===== src/rtl/fnd_scan_driver.sv =====
// fnd_scan_driver: 8-digit 7-segment scan driver with frame double-buffering and per-position blanking.
// Define FND_LZB_EN to enable leading-zero blanking of the shadow digits.
module fnd_scan_driver #(
   parameter int BLANK_CYC = 4
) (
   input  logic        i_clk,
   input  logic        i_rst_n,
   input  logic [2:0]  i_pos,
   input  logic [31:0] i_bcd,
   input  logic [7:0]  i_dp,
   input  logic        i_update,
   output logic [7:0]  o_com,
   output logic [7:0]  o_seg,
   output logic        o_frame
);
   typedef enum logic {BLANK, DRIVE} state_t;
   state_t      state_q, state_d;
   logic [2:0]  pos_q;
   logic [7:0]  cnt_q, cnt_d;
   logic [31:0] stg_bcd_q, sh_bcd_q;
   logic [7:0]  stg_dp_q, sh_dp_q;
   logic        pend_q, frame_q;
   logic        chg, bnd;
   logic [8:0]  lz;

   assign chg = i_pos != pos_q;
   assign bnd = chg && i_pos == 3'd7;

   function automatic logic [6:0] glyph(input logic [3:0] d);
      case (d)
         4'h0: glyph = 7'b1000000;
         4'h1: glyph = 7'b1111001;
         4'h2: glyph = 7'b0100100;
         4'h3: glyph = 7'b0110000;
         4'h4: glyph = 7'b0011001;
         4'h5: glyph = 7'b0010010;
         4'h6: glyph = 7'b0000010;
         4'h7: glyph = 7'b1111000;
         4'h8: glyph = 7'b0000000;
         4'h9: glyph = 7'b0010000;
         4'hA: glyph = 7'b0001000;
         4'hB: glyph = 7'b0000011;
         4'hC: glyph = 7'b1000110;
         4'hD: glyph = 7'b0100001;
         4'hE: glyph = 7'b0000110;
         default: glyph = 7'b0001110;
      endcase
   endfunction

   // position, scan state and blank counter registers
   always_ff @(posedge i_clk or negedge i_rst_n)
      if (!i_rst_n) begin
         pos_q   <= 3'd7;
         state_q <= BLANK;
         cnt_q   <= 8'(BLANK_CYC);
      end else begin
         pos_q   <= i_pos;
         state_q <= state_d;
         cnt_q   <= cnt_d;
      end

   // a position change (re)starts the blanking gap; the gap ends on the edge where cnt reaches 1
   always_comb begin
      state_d = state_q;
      cnt_d   = cnt_q;
      if (chg) begin
         state_d = (BLANK_CYC == 0) ? DRIVE : BLANK;
         cnt_d   = 8'(BLANK_CYC);
      end else if (state_q == BLANK) begin
         state_d = (cnt_q <= 8'd1) ? DRIVE : BLANK;
         cnt_d   = cnt_q - 8'd1;
      end
   end

   // staging captures every update; shadow only changes at the wrap to position 7
   always_ff @(posedge i_clk or negedge i_rst_n)
      if (!i_rst_n) begin
         stg_bcd_q <= '0;
         stg_dp_q  <= '0;
         sh_bcd_q  <= '0;
         sh_dp_q   <= '0;
         pend_q    <= 1'b0;
         frame_q   <= 1'b0;
      end else begin
         if (i_update) begin
            stg_bcd_q <= i_bcd;
            stg_dp_q  <= i_dp;
         end
         if (bnd && i_update) begin
            sh_bcd_q <= i_bcd;
            sh_dp_q  <= i_dp;
         end else if (bnd && pend_q) begin
            sh_bcd_q <= stg_bcd_q;
            sh_dp_q  <= stg_dp_q;
         end
         pend_q  <= !bnd && (pend_q || i_update);
         frame_q <= bnd && (pend_q || i_update);
      end

`ifdef FND_LZB_EN
   // a digit blanks when it and every digit above it are zero; digit 0 always shows
   always_comb begin
      lz = 9'h100;
      for (int k = 7; k > 0; k--)
         lz[k] = (sh_bcd_q[4*k +: 4] == 4'h0) && lz[k+1];
   end
`else
   assign lz = 9'h100;
`endif

   // outputs decode only registered state, so i_pos never reaches the pins combinationally
   always_comb begin
      o_com   = (state_q == DRIVE) ? ~(8'b1 << pos_q) : 8'hFF;
      o_seg   = (state_q == DRIVE) ? {~sh_dp_q[pos_q], lz[pos_q] ? 7'h7F : glyph(sh_bcd_q[4*pos_q +: 4])} : 8'hFF;
      o_frame = frame_q;
   end
endmodule


===== config.mk =====
export PLATFORM = sky130hd
export DESIGN_NAME = fnd_scan_driver
export DESIGN_NICKNAME = d
export VERILOG_FILES = /design/src/rtl/fnd_scan_driver.sv
export SDC_FILE = /design/constraint.sdc
export NUM_CORES = 1
export LEC_CHECK = 0
export CAP_MARGIN = 10
export CORE_MARGIN = 2
export CORE_UTILIZATION = 40
export DETAILED_ROUTE_END_ITERATION = 8
export SLEW_MARGIN = 15
export SYNTH_ARGS = -nofsm -noshare
export SYNTH_HDL_FRONTEND = slang
export SYNTH_SLANG_ARGS = --single-unit

===== constraint.sdc =====
create_clock -name i_clk -period 4.6 [get_ports i_clk]
set_input_delay 1.15 -clock i_clk [delete_from_list [all_inputs] [get_ports i_clk]]
set_output_delay 1.15 -clock i_clk [all_outputs]
set_load 0.005 [all_outputs]

* After elaboration in Yosys (flattened, before gate mapping) *
Memories as Yosys holds them, arrays and structs flattened.
Cells that the tools add are included.

word-level totals
  register bits = 94
  ROM bits = 120
  bits of input ports = 46
  output and inout port bits = 17
  word-level logic and storage cells = 45
  memories kept = 2

memories
  name              depth  width  rd ports  clocked after memory_dff  wr ports  line  source
  (name not given)  16     7      1         0                         0         30    case (d)
  (name not given)  8      1      1         0                         0         114   o_seg = (state_q == DRIVE) ? {~sh_dp_q[pos_q], lz[pos_q] ? 7'h7F : glyph(sh_bcd_q[4*pos_q +: 4])} : 8'hFF;

cells by class
  add/sub/neg operators = 1
  $lt $le $gt $ge = 3
  equality and inequality tests = 3
  shift-type cells = 2
  multiplexer cells = 15
  bitwise logic cells = 2
  reduce and logical (&&, ||, !) cells = 8

operators with widths
  operator               count
  $mux W32               2
  $mux W8                6
  $shiftx A32 B6 Y4      1
  $le A8 B1 Y1 const B   1
  $not A8 Y8             1
  $shl A1 B3 Y8 const A  1
  $sub A8 B1 Y8 const B  1
  $mux W7                1
  $logic_and A1 B1 Y1    5
  $lt A3 B5 Y1 const B   1
  $mux W1                5
  $lt A3 B4 Y1 const B   1
  $bmux W1 S3            1
  $eq A3 B3 Y1 const B   1
  $ne A3 B3 Y1           1
  $ne A2 B1 Y1 const B   1
  $reduce_bool A2 Y1     1
  $logic_not A1 Y1       1
  $logic_or A1 B1 Y1     1
  $not A1 Y1             1

* Longest topological paths before layout *
  depth in word-level cells = 5
  mapped depth = 8
  gate-level depth less buffers = 7

* Least setup slack after synthesis *
No wires, ideal clock.

  path type = flip-flop to output port
  start point = reg pos_q[1]
  end point = out o_seg[0]
  arrival time = 2359 ps
  data required time = 3450 ps
  path slack = 1091 ps
  cell stages (with the launch flop) = 9
  path buffers = 2
  cells stage by stage = dfstp_2 > buf_6 > buf_2 > mux4_2 > mux2i_1 > inv_1 > ha_1 > mux2_1 > a2bb2oi_1

between the ends
  longest elaborated chain between the ends = 4
  elaborated cells between the ends (all ways) = 6
  those cells by class = shift (1); mux (3); memory (2)

ends and longest elaborated chain
  element                                                    line  source
  start: declaration                                         18    logic [2:0] pos_q;
  start signal: assignment                                   57    pos_q <= i_pos;
  $shiftx A32 B6 Y4 / $mem_v2 Z8 W1 (equally long branches)  -
  $mem_v2 Z16 W7 / $mux W1 (equally long branches)           -
  $mux W7 (*)                                                114
  $mux W8 (*)                                                114
  end: declaration                                           13    output logic [7:0] o_seg,

Every way passes the cells marked *; elsewhere a longest branch is shown, timed or not. The select of a mux whose other input is x is not followed.

* Worst setup path in the final report *
  start point = reg pos_q[1]
  end point = out o_seg[4]

The elaborated chain is that of the path after synthesis.

==> out/results.txt <==
status: finished, final reports clean
vias in the first global route: 2,735
worst vdd ir: 0.198 mV
total CTS buffers: 9
Clock Skew: 0.0154 ns
commonest cells after routing, fill and taps aside: 90 x dfrtp_1, 60 x clkdlybuf4s50_1, 57 x mux2_1
grt ovf: 0
crit path max fanout: 12
Synth cell types: 46
Setup Total Neg Slack: 0 ns
Mean Syn Cell Area: 13.9 µm²
Critical Path Source Type: flip-flop
DR WL/cell: 16.0 µm
synthesized area: 4410 µm²
vias per cell: 5.08
Chip Width: 109 µm
pin count of the biggest net entering global routing: 76
critical path endpoint category: output port
Worst EP required: 3.45 ns
PortBufs: 62
fraction of registers with async set/reset: 100%
# diodes: 0
first-pass GRT wire length: 13,800 µm
Min-Delay Path Depth: 1
fin area: 5330 µm²
RSZ-0062 raised after global routing: no
die area: 11,900 µm²
leakage power: 2.23 nW
final setup margin: 0.196 ns
R2R Path End: sh_dp_q[1]$_DFFE_PN0P_
Clk Latency, worst-skew pair: 0.38 ns
Final Net Count: 431
r2r setup slk: 2.28 ns
Max-cap violations: 0
initial antenna violation count: 0
Tightest Pin Transition: 0.908 ns
drt first pass iters: 6
total of warnings raised by yosys: 0
Post-Place Worst Slack: 0.320 ns
H-Tree Depth: 3
Hold Path Class: reg2reg
fin crit period: 4.40 ns
r2r worst-path depth: 5
commonest non-fill, non-tap cell in the layout: dfrtp_1
cts hold-fix bufs: 0
WL final: 8360 µm
Mapped Nets: 372
final setup fails: 0
CTS Sinks: 94
Syn-to-layout area delta: 20.9%
Yosys reg bits: 94
TritonCTS clock tree: yes
Root Buffer: clkbuf_8
Iter 0 DRT Violations: 99
FF-to-FF Start: pos_q[0]$_DFF_PN1_
Initial Util: 40.9%
Setup CP Type: reg2out
placed cell area: 5120 µm²
register area share after synthesis: 53.4%
Residual DRC: 0
antenna-violating nets left: 0
fin util: 49.4%
relative slew slack: 39.5%
Final Hold Viols: 0
Clk pin slew, worst setup/hold paths: 0.09 ns
fmax: 0.227 GHz
Most used DFF post-synth: dfrtp_1
Vias: 2,654
total track usage: 15.3%
Min-Delay Endpoint: stg_dp_q[4]$_DFFE_PN0P_
Max Buffers Root-to-Sink: 2
core box area: 10,800 µm²
Post-Syn Instances: 318
Die Height: 109 µm
# IOs: 63
layout cells sized above 1: 16.8%
fin crit share: 95.7%
CP arrival: 3.25 ns
EDFF count, synth: 0
GP Congestion: 0.779
Post-DP HPWL: 5940 µm
worst hold start: stg_dp_q[4]$_DFFE_PN0P_
final max-slew violation count: 0
floorplan row count: 38
PD cells: 380 nW/µm²
## metrics by stage
stage,hold slack (ns),cells,total power [W]
after detailed placement,0.471,505,0.00151
after CTS,0.493,521,0.00204
final,0.487,522,0.00202
after global placement,0.466,505,0.00150
after floorplan,0.451,318,0.00137
after global routing,0.509,522,0.00214
## worst max path at each step
stage	start	end	slack, ns	cells past startpoint
final	pos_q[1]$_DFF_PN1_	o_seg[4]	0.20	8
after floorplan	pos_q[1]$_DFF_PN1_	o_seg[0]	1.09	8
after detailed placement	pos_q[0]$_DFF_PN1_	o_seg[0]	0.32	7
after global placement	pos_q[0]$_DFF_PN1_	o_seg[0]	0.41	7
after global routing	pos_q[1]$_DFF_PN1_	o_seg[4]	0.04	8
after CTS	pos_q[0]$_DFF_PN1_	o_seg[0]	0.04	7
## critical path: stages, from the launching register on
cell and delay [ns]:
dfstp_4 0.73, mux4_2 0.55, mux2i_4 0.29, inv_1 0.11
ha_1 0.26, inv_1 0.09, mux2i_1 0.08, a211o_1 0.33
clkdlybuf4s50_1 0.45
## power by group
group	switching, W	internal, W	leakage [nW]
Combinational	0.000193	0.000256	1.01
Clock	0.000317	0.000207	0.0909
Sequential	0.0000856	0.000965	1.12
## sequential cells by signal, indices dropped and copies added, names as in the netlist
name       cells
cnt_q          8
state_q        1
sh_bcd_q      32
o_frame        1
stg_bcd_q     32
pend_q         1
stg_dp_q       8
pos_q          3
sh_dp_q        8
## Yosys cell counts, drive strengths merged, types with 5 or more instances
cell type	number	area share, %
mux2	79	22
nand3	8	1.0
clkbuf	6	0.51
dfrtp	90	51
buf	12	2.1
o22ai	6	0.85
nor2	15	1.3
a21oi	8	0.91
mux4	6	3.1
ha	8	2.3
o21ai	5	0.65
xnor2	6	1.2
mux2i	15	3.7
inv	9	0.77
nand2	10	0.85
## per-layer routing
metal  global-route usage [%]  part of all wire [%]
met5                        0                     0
met4                     6.41                   1.4
met3                     3.05                   4.5
met2                     23.6                    47
met1                     21.2                    47
## logic make-up (layout without fill, tap and decap cells)
group	count (synthesis)	in the layout	synth area share (%)
muxes	100	100	28.5
DFF	94	94	53.4
adders and majority gates	8	8	2.27
and+or+nand+nor	50	50	5.67
AOI/OAI and AO/OA	31	31	5.16
buffers and inverters	27	91	3.35
xor gates and xnor gates	8	8	1.59
## cell type report
cell class	instances	area (µm²)
Clock inverter	7	65.1
Fill cell	971	5460
Tap cell	140	175
Timing Repair Buffer	66	643
Sequential cell	94	2360
Multi-Input combinational cell	197	1930
Inverter	9	33.8
Clock buffer	9	124
## timing repair
| action | in CTS | in global routing |
|---|---|---|
| setup endpoints to repair | 3 | 4 |
| buffers inserted | 0 | 1 |
| gates resized for setup | 2 | 2 |
| endpoints found under the hold margin | 0 | 0 |
Power figures use the tool's default switching activity.
